<file path="src/rtl/start_accept_responder.sv">
// Responder side of the start/cancel/accept handshake with a minimum
// start-to-accept delay, backend gating and saturating statistics.
module start_accept_responder #(
    parameter int MIN_DELAY = 5,
    parameter int DELAY_W   = 8,
    parameter int CNT_W     = 16
) (
    input  logic               clk,
    input  logic               rst,
    input  logic               start,
    input  logic               cancel,
    input  logic [DELAY_W-1:0] delay_cfg,
    input  logic               ready_in,
    output logic               accept,
    output logic               busy,
    output logic               cancelled,
    output logic [CNT_W-1:0]   accept_count,
    output logic [CNT_W-1:0]   cancel_count,
    output logic               protocol_err
);

    localparam logic [1:0] IDLE = 2'd0;
    localparam logic [1:0] WAIT = 2'd1;
    localparam logic [1:0] ACC  = 2'd2;

    localparam logic [DELAY_W:0] MIN_D = (DELAY_W+1)'(MIN_DELAY);
    localparam logic [DELAY_W:0] ONE   = (DELAY_W+1)'(1);

    logic [1:0]       state;
    logic [DELAY_W:0] timer;
    logic [DELAY_W:0] cfg_ext;
    logic [DELAY_W:0] d_eff;
    logic [DELAY_W:0] load;
    logic             take;

    function automatic logic [CNT_W-1:0] sat_inc(input logic [CNT_W-1:0] v);
        return (&v) ? v : v + CNT_W'(1);
    endfunction

    // One extra bit keeps the max() and the minus-one free of wraparound.
    always_comb begin
        cfg_ext = {1'b0, delay_cfg};
        d_eff   = (cfg_ext < MIN_D) ? MIN_D : cfg_ext;
        load    = d_eff - ONE;
        take    = start && !cancel;
    end

    assign accept = (state == ACC);
    assign busy   = (state != IDLE);

    always_ff @(posedge clk or posedge rst) begin
        if (rst) begin
            state        <= IDLE;
            timer        <= '0;
            cancelled    <= 1'b0;
            protocol_err <= 1'b0;
            accept_count <= '0;
            cancel_count <= '0;
        end else begin
            cancelled <= 1'b0;
            unique case (state)
                IDLE: begin
                    if (take) begin
                        state <= WAIT;
                        timer <= load;
                    end
                end
                WAIT: begin
                    if (cancel) begin
                        state        <= IDLE;
                        cancelled    <= 1'b1;
                        cancel_count <= sat_inc(cancel_count);
                    end else begin
                        if (start)
                            protocol_err <= 1'b1;
                        if (timer != '0)
                            timer <= timer - ONE;
                        else if (ready_in)
                            state <= ACC;
                    end
                end
                ACC: begin
                    if (cancel) begin
                        cancelled    <= 1'b1;
                        cancel_count <= sat_inc(cancel_count);
                    end else begin
                        accept_count <= sat_inc(accept_count);
                    end
                    // A fresh start here chains straight into the next wait.
                    if (take) begin
                        state <= WAIT;
                        timer <= load;
                    end else begin
                        state <= IDLE;
                    end
                end
                default: state <= IDLE;
            endcase
        end
    end

endmodule

</file>
<file path="config.mk">
export PLATFORM = sky130hd
export DESIGN_NAME = start_accept_responder
export DESIGN_NICKNAME = d
export VERILOG_FILES = /design/src/rtl/start_accept_responder.sv
export SDC_FILE = /design/constraint.sdc
export NUM_CORES = 1
export LEC_CHECK = 0
export CORE_MARGIN = 2
export CORE_UTILIZATION = 50
export CTS_BUF_LIST = sky130_fd_sc_hd__clkbuf_8
export DETAILED_ROUTE_END_ITERATION = 12
export PLACE_DENSITY = 0.84
export SKIP_CTS_REPAIR_TIMING = 1
export SLEW_MARGIN = 20
export SYNTH_ARGS = -nofsm -noshare
export SYNTH_HDL_FRONTEND = slang
export SYNTH_SLANG_ARGS = --single-unit
</file>
<file path="constraint.sdc">
create_clock -name clk -period 3.89 [get_ports clk]
set_input_delay 0.5835 -clock clk [delete_from_list [all_inputs] [get_ports clk]]
set_output_delay 0.5835 -clock clk [all_outputs]
set_load 0.05 [all_outputs]
</file>
; ---- Yosys cells after proc, flatten, opt, wreduce, memory -nomap -nowiden
; Index checks and enable logic that the tools add are counted.
[word_totals]
reg_bits = 45
input_bits = 13
out_inout_bits = 36
elab_cells = 50
[classes]
n_addsub = 4
order_cmp = 1
n_eq_ne = 8
muxes = 13
bitwise = 3
reduce_logical = 15
[op_table]
columns = operator, count
row1 = 16-bit by 1-bit adder with 16-bit output (second input constant), 2
row2 = 16-bit AND reduction, 2
row3 = 9-bit 2-to-1 mux, 3
row4 = 9-bit case mux with 2 select lines, 1
row5 = 3-bit AND reduction, 4
row6 = 9-bit nonzero test, 1
row7 = 8-bit by 1-bit subtractor with 9-bit output (second input constant), 1
row8 = 9-bit by 1-bit subtractor with 9-bit output (second input constant), 1
row9 = 8-bit by 3-bit less-than comparator with 1-bit output (second input constant), 1
row10 = 2-bit 2-to-1 mux, 4
row11 = 8-bit 2-to-1 mux, 1
row12 = 2-bit != test (second input constant), 3
row13 = 3-bit != test (second input constant), 2
row14 = 2-bit case mux with 3 select lines, 1
row15 = 4-bit AND reduction, 1
row16 = 2-bit nonzero test, 2
row17 = 2-bit OR reduction, 2
row18 = 1-bit 2-to-1 mux, 3
row19 = 1-bit inverter, 3
row20 = 2-bit by 1-bit == test with 1-bit output (second input constant), 1
row21 = 2-bit == test (second input constant), 1
row22 = 2-bit logical NOT, 1
row23 = 2-bit by 1-bit != test with 1-bit output (second input constant), 1
row24 = 1-bit logical AND, 1
row25 = 1-bit logical NOT, 1

; ---- Logic depth before layout (Yosys ltp)
; Gate-level depths: netlist of run 1.
[logic_depth]
ltp_word = 5
depth_mapped = 12
mapped_depth_nobuf = 10

; ---- Worst setup path after synthesis of run 1
; Ideal clock, no wire load.
[synth_path]
path_type = register to register
from = register state[0]
to = register timer[6]
setup_time_ns = 0.140
arrival_ns = 2.643
required_time_ns = 3.750
slack_ns = 1.107
path_stages_with_launch = 11
n_path_buf = 1
period_less_slack_ns = 2.783
path_cell_list = dfrtp_1 > inv_1 > ha_1 > nor2_1 > clkbuf_1 > a211o_1 > o21ai_1 > ha_1 > o2111ai_1 > a2111oi_0 > nor4bb_1
[synth_via]
elab_chain_cells = 4
word_cells_on_any_way = 10
classes_between = 5 x eq/ne / 1 x mux / 4 x reduce/logical
[synth_lines]
columns = element, line_no
row1 = "start, declared", 29  ; logic [1:0] state;
row2 = "start signal, assigned", 53  ; state <= IDLE;
row3 = "start signal, assigned", 64  ; state <= WAIT;
row4 = "start signal, assigned", 70  ; state <= IDLE;
row5 = 2-bit == test (*), n/a
row6 = net accept, 14  ; output logic accept,
row7 = 2-bit OR reduction (no source line) (*), n/a
row8 = 2-bit by 1-bit != test with 1-bit output (no source line) / 2-bit nonzero test (equally long branches), n/a
row9 = 4-bit AND reduction (no source line), n/a
row10 = "end signal, assigned", 65  ; timer <= load;
row11 = "end signal, assigned", 77  ; timer <= timer - ONE;
row12 = "end signal, assigned", 92  ; timer <= load;
row13 = "end, declared", 30  ; logic [DELAY_W:0] timer;
; The timed path passes the listed nets; every way through them passes the cells marked *.
; A chain may end at the register's enable or synchronous reset.

; ---- Worst setup path in the final report of run 1
[layout_path]
from = register state[0]
to = register timer[0]
[layout_via]
elab_chain_cells = 4
word_cells_on_any_way = 10
classes_between = 5 x eq/ne / 1 x mux / 4 x reduce/logical
[layout_lines]
columns = element, line_no
row1 = 2-bit == test / 2-bit logical NOT (equally long branches), 61  ; unique case (state)
row2 = 2-bit OR reduction (no source line), n/a
row3 = 2-bit by 1-bit != test with 1-bit output (no source line) / 2-bit nonzero test (equally long branches), n/a
row4 = 4-bit AND reduction (no source line), n/a
; Parallel ways exist; a longest one is shown, timed or not.

==> flow_summary.yaml, run 1 <==
sta:
  minimum_period_implied_by_the_final_worst_setup_slack_ps: 2920
  fin_crit_sh_pct: 75.06
  totalNegativeSetupSlack_ps: 0
  timing.final.max_slew_violations: 0
  fmax_mhz: 342.5
  fin_hold_ws_ps: 489.3
  postLayoutSetupSlackWorst_ps: 970.3
  slew_headroom_pct: 33.03
  final.setup_skew_ps: 5.428
  worst_pin_slew_ps: 1001
  rsz_0062_raised_after_global_routing: "false"
  finalHoldViolCount: 0
  report.final.setup_viol: 0
synth:
  avgSynthCellArea_sq_um: 9.849
  synth_fa_ha_area_share_pct: 3.557
  number_of_synthesized_register_bits: 45
  fraction_of_synthesized_cell_area_in_xor_and_xnor_cells_pct: 9.959
  synth.yosys.seq_area_share_pct: 45.73
  fraction_of_the_mapped_netlist_area_in_compound_gates_pct: 11.94
  leading_area_contributor_after_synthesis: "dfrtp_1"
  synth_cells: 250
  netlist_top_cells_count: "45 x dfrtp_1, 26 x nor2_1, 19 x nand2_1, 16 x xnor2_1, 15 x nand3_1"
  most_used_flip_flop_cell_after_synthesis: "dfrtp_1"
  yosys_warnings: 0
  synthTopCellsByArea: "dfrtp_1 46%, xnor2_1 5.7%, xor2_1 4.3%"
  yosys.area.top_type_share_pct: 45.73
  simple_logic_cell_fraction_of_the_synthesized_area_pct: 23.58
  yosys.cell_types.count: 51
  ys_async_sr_fraction_pct: 100.0
  synth_top_family_by_area: "simple AND/OR/NAND/NOR gates"
  synth.net_count: 270
  netlist_area_before_placement_sq_um: 2462
  synth.area.mux_share_pct: 2.642
  cell_with_the_most_instances_after_synthesis: "dfrtp_1"
  synth_edf_count: 0
pwr:
  fraction_of_power_consumed_by_sequential_logic_pct: 36.9
  total_power_mw: 1.875
  combPwrFrac_pct: 47.5
  p_int_mw: 1.038
  clockPowerShare_pct: 15.6
  power-per-cell-area_nw_per_um2: 605.2
  ir_drop_uv: 436.2
  power_switching_share_pct: 44.66
  leakagePower_nw: 1.318
  netSwitchingPower_uw: 837.3
global_routing:
  grt_first_pass_wirelength_mm: 8.638
  via_count_of_the_first_global_routing_pass: 1972
  grt_max_degree: 46
  grt.total_usage_pct: 20.16
  overflow: 0
  antenna_found_initial: 0
layout:
  fin_area_sq_um: 3098
  filler_cell_count: 408
  area_delta_synth_final_pct: 25.81
  post_route_cells_drive_above_1_share_pct: 5.648
  final_nets: 321
  num_antenna_cells: 0
placement:
  place.gp.congestion: 0.9059
  place.port_buffers: 48
  post_dp_cell_area_sq_um: 3008
  pre_cts_slack_ps: 739.4
  place_hpwl_mm: 3.805
clocking:
  tritoncts_num_sinks: 45
  buffer_type_at_the_clock_tree_root: "clkbuf_8"
  cts_tree: "done"
  cts_max_path_buffers: 2
  htreeDepth: 2
  worst_skew_pair.late_latency_ps: 300
  tritoncts.num_buffers: 5
  cts.reportedPaths.clkPinSlew_ps: 80
detailed_routing:
  vias_per_cell: 5.652
  detail_route.wirelength_mm: 5.080
  drt.antenna.violating_nets: 0
  wl_met1_mm: 2.295
  wl_per_cell_um: 13.80
  dr_total_vias: 2080
  drc: 0
  drt_pre_antenna_iters: 4
  wl_met2_mm: 2.459
  routed-wl-met3_um: 236
  highest_layer: "met4"
  drtIter0Drc: 117
floorplan:
  die_area_sq_um: 5502
  boundaryPins: 49
  fp-row-count: 25
  dieWidth_um: 74.18
  initial_utilization_pct: 52.13
  core_area_sq_um: 4723
  fp.dieH_um: 74.18
critical_path:
  startpoint_type: "register"
  critPathKind: "reg2reg"
  worst-path-max-fanout: 17
  crit_path_end_kind: "register"
  worst-endpoint-arrival_ps: 3100
  crit_required_ps: 4070
status:
  status: "finished clean"
run:
  cap_viol_max_count: 0
worst_hold_path:
  holdCritPathClass: "reg2reg"
[kinds of logic (layout without fill, tap and decap cells)]
family                   Yosys count  after routing
buffers and inverters             15             66
multiplexers                       6              6
AND/OR/NAND/NOR                  107            107
flip-flops                        45             45
AO/OA/AOI/OAI                     42             42
adder cells (fa/ha/maj)            7              7
XOR/XNOR                          28             28
[per-layer routing]
metal / vias up / GRT usage (%)
met4: 0 / 8.687
li1: 1012 / -
met2: 55 / 32.34
met5: - / 0
met1: 1002 / 25.82
met3: 11 / 5.285
[cell usage in the layout, fill, tap and decap left out, drive strengths merged, types with 8 or more instances in the layout]
master / n
a21oi: 11
clkdlybuf4s50: 48
dfrtp: 45
inv: 9
nand2: 19
nand3: 15
nand4: 9
nor2: 26
o21ai: 8
xnor2: 16
xor2: 12
[power by group through the flow]
stage / Clock, mW / Combinational [mW] / Sequential, mW
after detailed placement: 0 / 0.890 / 0.700
after CTS: 0.306 / 0.892 / 0.693
after global placement: 0 / 0.874 / 0.697
after global routing: 0.324 / 0.975 / 0.710
after floorplan: 0 / 0.493 / 0.854
final: 0.292 / 0.891 / 0.692
[per-stage QoR]
| stage | cells | util (%) |
|---|---|---|
| 2_1_floorplan | 250 | - |
| 3_3_place_gp | 361 | 63.68 |
| 3_5_place_dp | 361 | 63.68 |
| 4_1_cts | 368 | 65.59 |
| 5_1_grt | 368 | 65.59 |
| 6_report | 368 | 65.59 |
[path summary, 6_finish.rpt]
| kind | from | to | slack [ps] | cells after the start |
|---|---|---|---|---|
| setup / recovery | state[0] | timer[0] | 970 | 6 |
| hold / removal | protocol_err | protocol_err | 490 | 1 |
| setup reg to reg | state[0] | timer[0] | 970 | 6 |
| hold reg to reg | protocol_err | protocol_err | 490 | 1 |
| max in group asynchronous | rst | cancel_count[0] | 2780 | 3 |
| min in group asynchronous | rst | accept_count[14] | 730 | 3 |
[sequential cells by signal (all words and copies together), names as in the netlist]
| signal | count |
|---|---|
| timer | 9 |
| state | 2 |
| accept_count | 16 |
| protocol_err | 1 |
| cancel_count | 16 |
| cancelled | 1 |
[final cells by class]
cell class	instances	area, sq um	area share, %
repair buffers	49	488.0	15.75
flip-flops and latches	45	1126	36.35
multi-input cells	190	1272	41.07
inverters	10	37.54	1.212
well taps	67	83.83	2.706
clock inverters	1	7.507	0.2423
clock buffers	6	82.58	2.666
[critical path, stage by stage (launching register included)]
cell and delay, ps:
dfrtp_1 400, inv_1 80, ha_1 280, nor2_1 800, o21bai_1 190, a211oi_2 660, mux2_2 400
No activity file was read; power rests on OpenSTA's default activity.
==> run 2, diff against run 1 <==
- CORE_UTILIZATION: 50 -> 48
- clock period: 3.89 -> 2.4 ns (I/O delays scaled with it)
==> flow_summary.yaml, run 2 (synthesis results as in run 1) <==
sta:
  minimum_period_implied_by_the_final_worst_setup_slack_ps: 2344
  report.final.setup_viol: 0
  fmax_mhz: 426.6
  timing.final.max_slew_violations: 0
  slew_headroom_pct: 62.56
  fin_crit_sh_pct: 97.68
  final.setup_skew_ps: 10.10
  worst_pin_slew_ps: 561.5
  finalHoldViolCount: 0
global_routing:
  antenna_found_initial: 0
  grt_max_degree: 46
  grt_first_pass_wirelength_mm: 9.349
  overflow: 0
  grt.total_usage_pct: 21.46
  via_count_of_the_first_global_routing_pass: 2045
floorplan:
  boundaryPins: 49
  die_area_sq_um: 5719
  initial_utilization_pct: 48.83
  dieWidth_um: 75.63
  fp.dieH_um: 75.63
  fp-row-count: 26
  core_area_sq_um: 5042
run:
  cap_viol_max_count: 0
pwr:
  p_int_mw: 2.004
  fraction_of_power_consumed_by_sequential_logic_pct: 31.9
  ir_drop_uv: 983.8
  netSwitchingPower_mw: 1.566
  power-per-cell-area_nw_per_um2: 1053
  leakagePower_nw: 1.444
  total_power_mw: 3.571
  combPwrFrac_pct: 52.1
  power_switching_share_pct: 43.87
  clockPowerShare_pct: 16.0
critical_path:
  worst_path_largest_cell_delay_ps: 550
  worst-path-max-fanout: 4
  critPathLaunch: "delay_cfg[7]"
  crit_path_end: "timer[2]"
  cp_cell_sequence: "clkdlybuf4s50_1, or4_4, o311a_1, a21oi_2, ha_4, buf_4, inv_1, a2111oi_1, a311oi_1"
  worst_r2r_startpoint: "state[0]"
  critPathKind: "in2reg"
  worst_r2r_path_depth: 8
  worst-endpoint-arrival_ps: 2530
  startpoint_type: "primary input"
  endpoint_of_the_worst_slack_reg_to_reg_timing_path: "timer[7]"
  cpMaxStageDelayCell: "or4_4"
  crit_path_end_kind: "register"
  crit_required_ps: 2580
  worst-r2r-setup-slack_ps: 160
layout:
  final_nets: 341
  post_layout_nonfiller_instances: 392
  area_delta_synth_final_pct: 37.65
  top_regs: "accept_count (16), cancel_count (16), timer (9)"
  mostFrequentLayoutCell: "clkdlybuf4s50_1"
  num_antenna_cells: 0
  filler_cell_count: 396
  layout.cells.most_common_list: "48 x clkdlybuf4s50_1, 44 x dfrtp_1, 25 x nor2_1, 21 x buf_4, 19 x nand2_1"
  post_route_cells_drive_above_1_share_pct: 15.53
clocking:
  cts.reportedPaths.clkPinSlew_ps: 90
  tritoncts_num_sinks: 45
  cts_max_path_buffers: 2
  worst_skew_pair.late_latency_ps: 300
  htreeDepth: 2
  cts_tree: "done"
  buffer_type_at_the_clock_tree_root: "clkbuf_8"
  tritoncts.num_buffers: 5
placement:
  place.port_buffers: 48
  place.gp.congestion: 0.8805
  numPlacedInstances: 384
  place_hpwl_mm: 4.277
detailed_routing:
  dr_total_vias: 2192
  wl_per_cell_um: 15.35
  drc: 0
  vias_per_cell: 5.592
  drt_pre_antenna_iters: 4
  detail_route.wirelength_mm: 6.017
  drtIter0Drc: 118
  drt.antenna.violating_nets: 0
worst_hold_path:
  holdCritPathClass: "reg2reg"
status:
  status: "finished clean"
## run 2: through the flow
stage	instance area, sq um	setup TNS [ps]	setup slack (ps)	hold slack [ps]	util, %
2_1_floorplan	2475	0	0.6082	472.9	-
3_3_place_gp	3174	-1040	-268.1	451.6	62.95
3_5_place_dp	3174	-1422	-444.0	465.9	62.95
4_1_cts	3286	-450.6	-202.9	483.6	65.16
5_1_grt	3390	-85.16	-31.52	516.4	67.22
6_report	3390	0	55.71	481.3	67.22
## run 2: how the worst min path moves through the flow
| stage | start | to | slack (ps) | cells after the start |
|---|---|---|---|---|
| finish | protocol_err | protocol_err | 480 | 1 |
| global placement | protocol_err | protocol_err | 450 | 1 |
| CTS | protocol_err | protocol_err | 480 | 1 |
| global route | accept_count[11] | accept_count[11] | 520 | 1 |
| detailed placement | protocol_err | protocol_err | 470 | 1 |
| floorplan | timer[1] | timer[1] | 470 | 2 |
## run 2: routing by layer
metal / track usage, % / up-vias / share of wire (%)
met1: 25.30 / 1073 / 40
met2: 38.65 / 52 / 54
li1: - / 1055 / -
met3: 4.497 / 12 / 4.0
met4: 7.407 / 0 / 1.8
met5: 0 / - / 0
## run 2: worst max-delay path, delay by kind of cell
family,cells,cell delay (ps)
AO/OA/AOI/OAI,4,820
adder cells (fa/ha/maj),1,180
buffers and inverters,3,610
AND/OR/NAND/NOR,1,550
## run 2: power groups by stage
stage               Combinational (mW)  Clock (mW)  Sequential, mW
finish                            1.86       0.572            1.14
global route                      2.03       0.622            1.17
CTS                               1.67       0.584            1.12
detailed placement                1.65           0            1.13
global placement                  1.60           0            1.13
floorplan                        0.810           0            1.39
## run 2: final cells by class
cell class              count  area, sq um  area share (%)
clock buffers               5        68.82           2.030
clock inverters             3        42.54           1.255
inverters                  10        37.54           1.107
multi-input cells         190         1388           40.94
flip-flops and latches     45         1127           33.26
well taps                  70        87.58           2.584
repair buffers             69        638.1           18.83
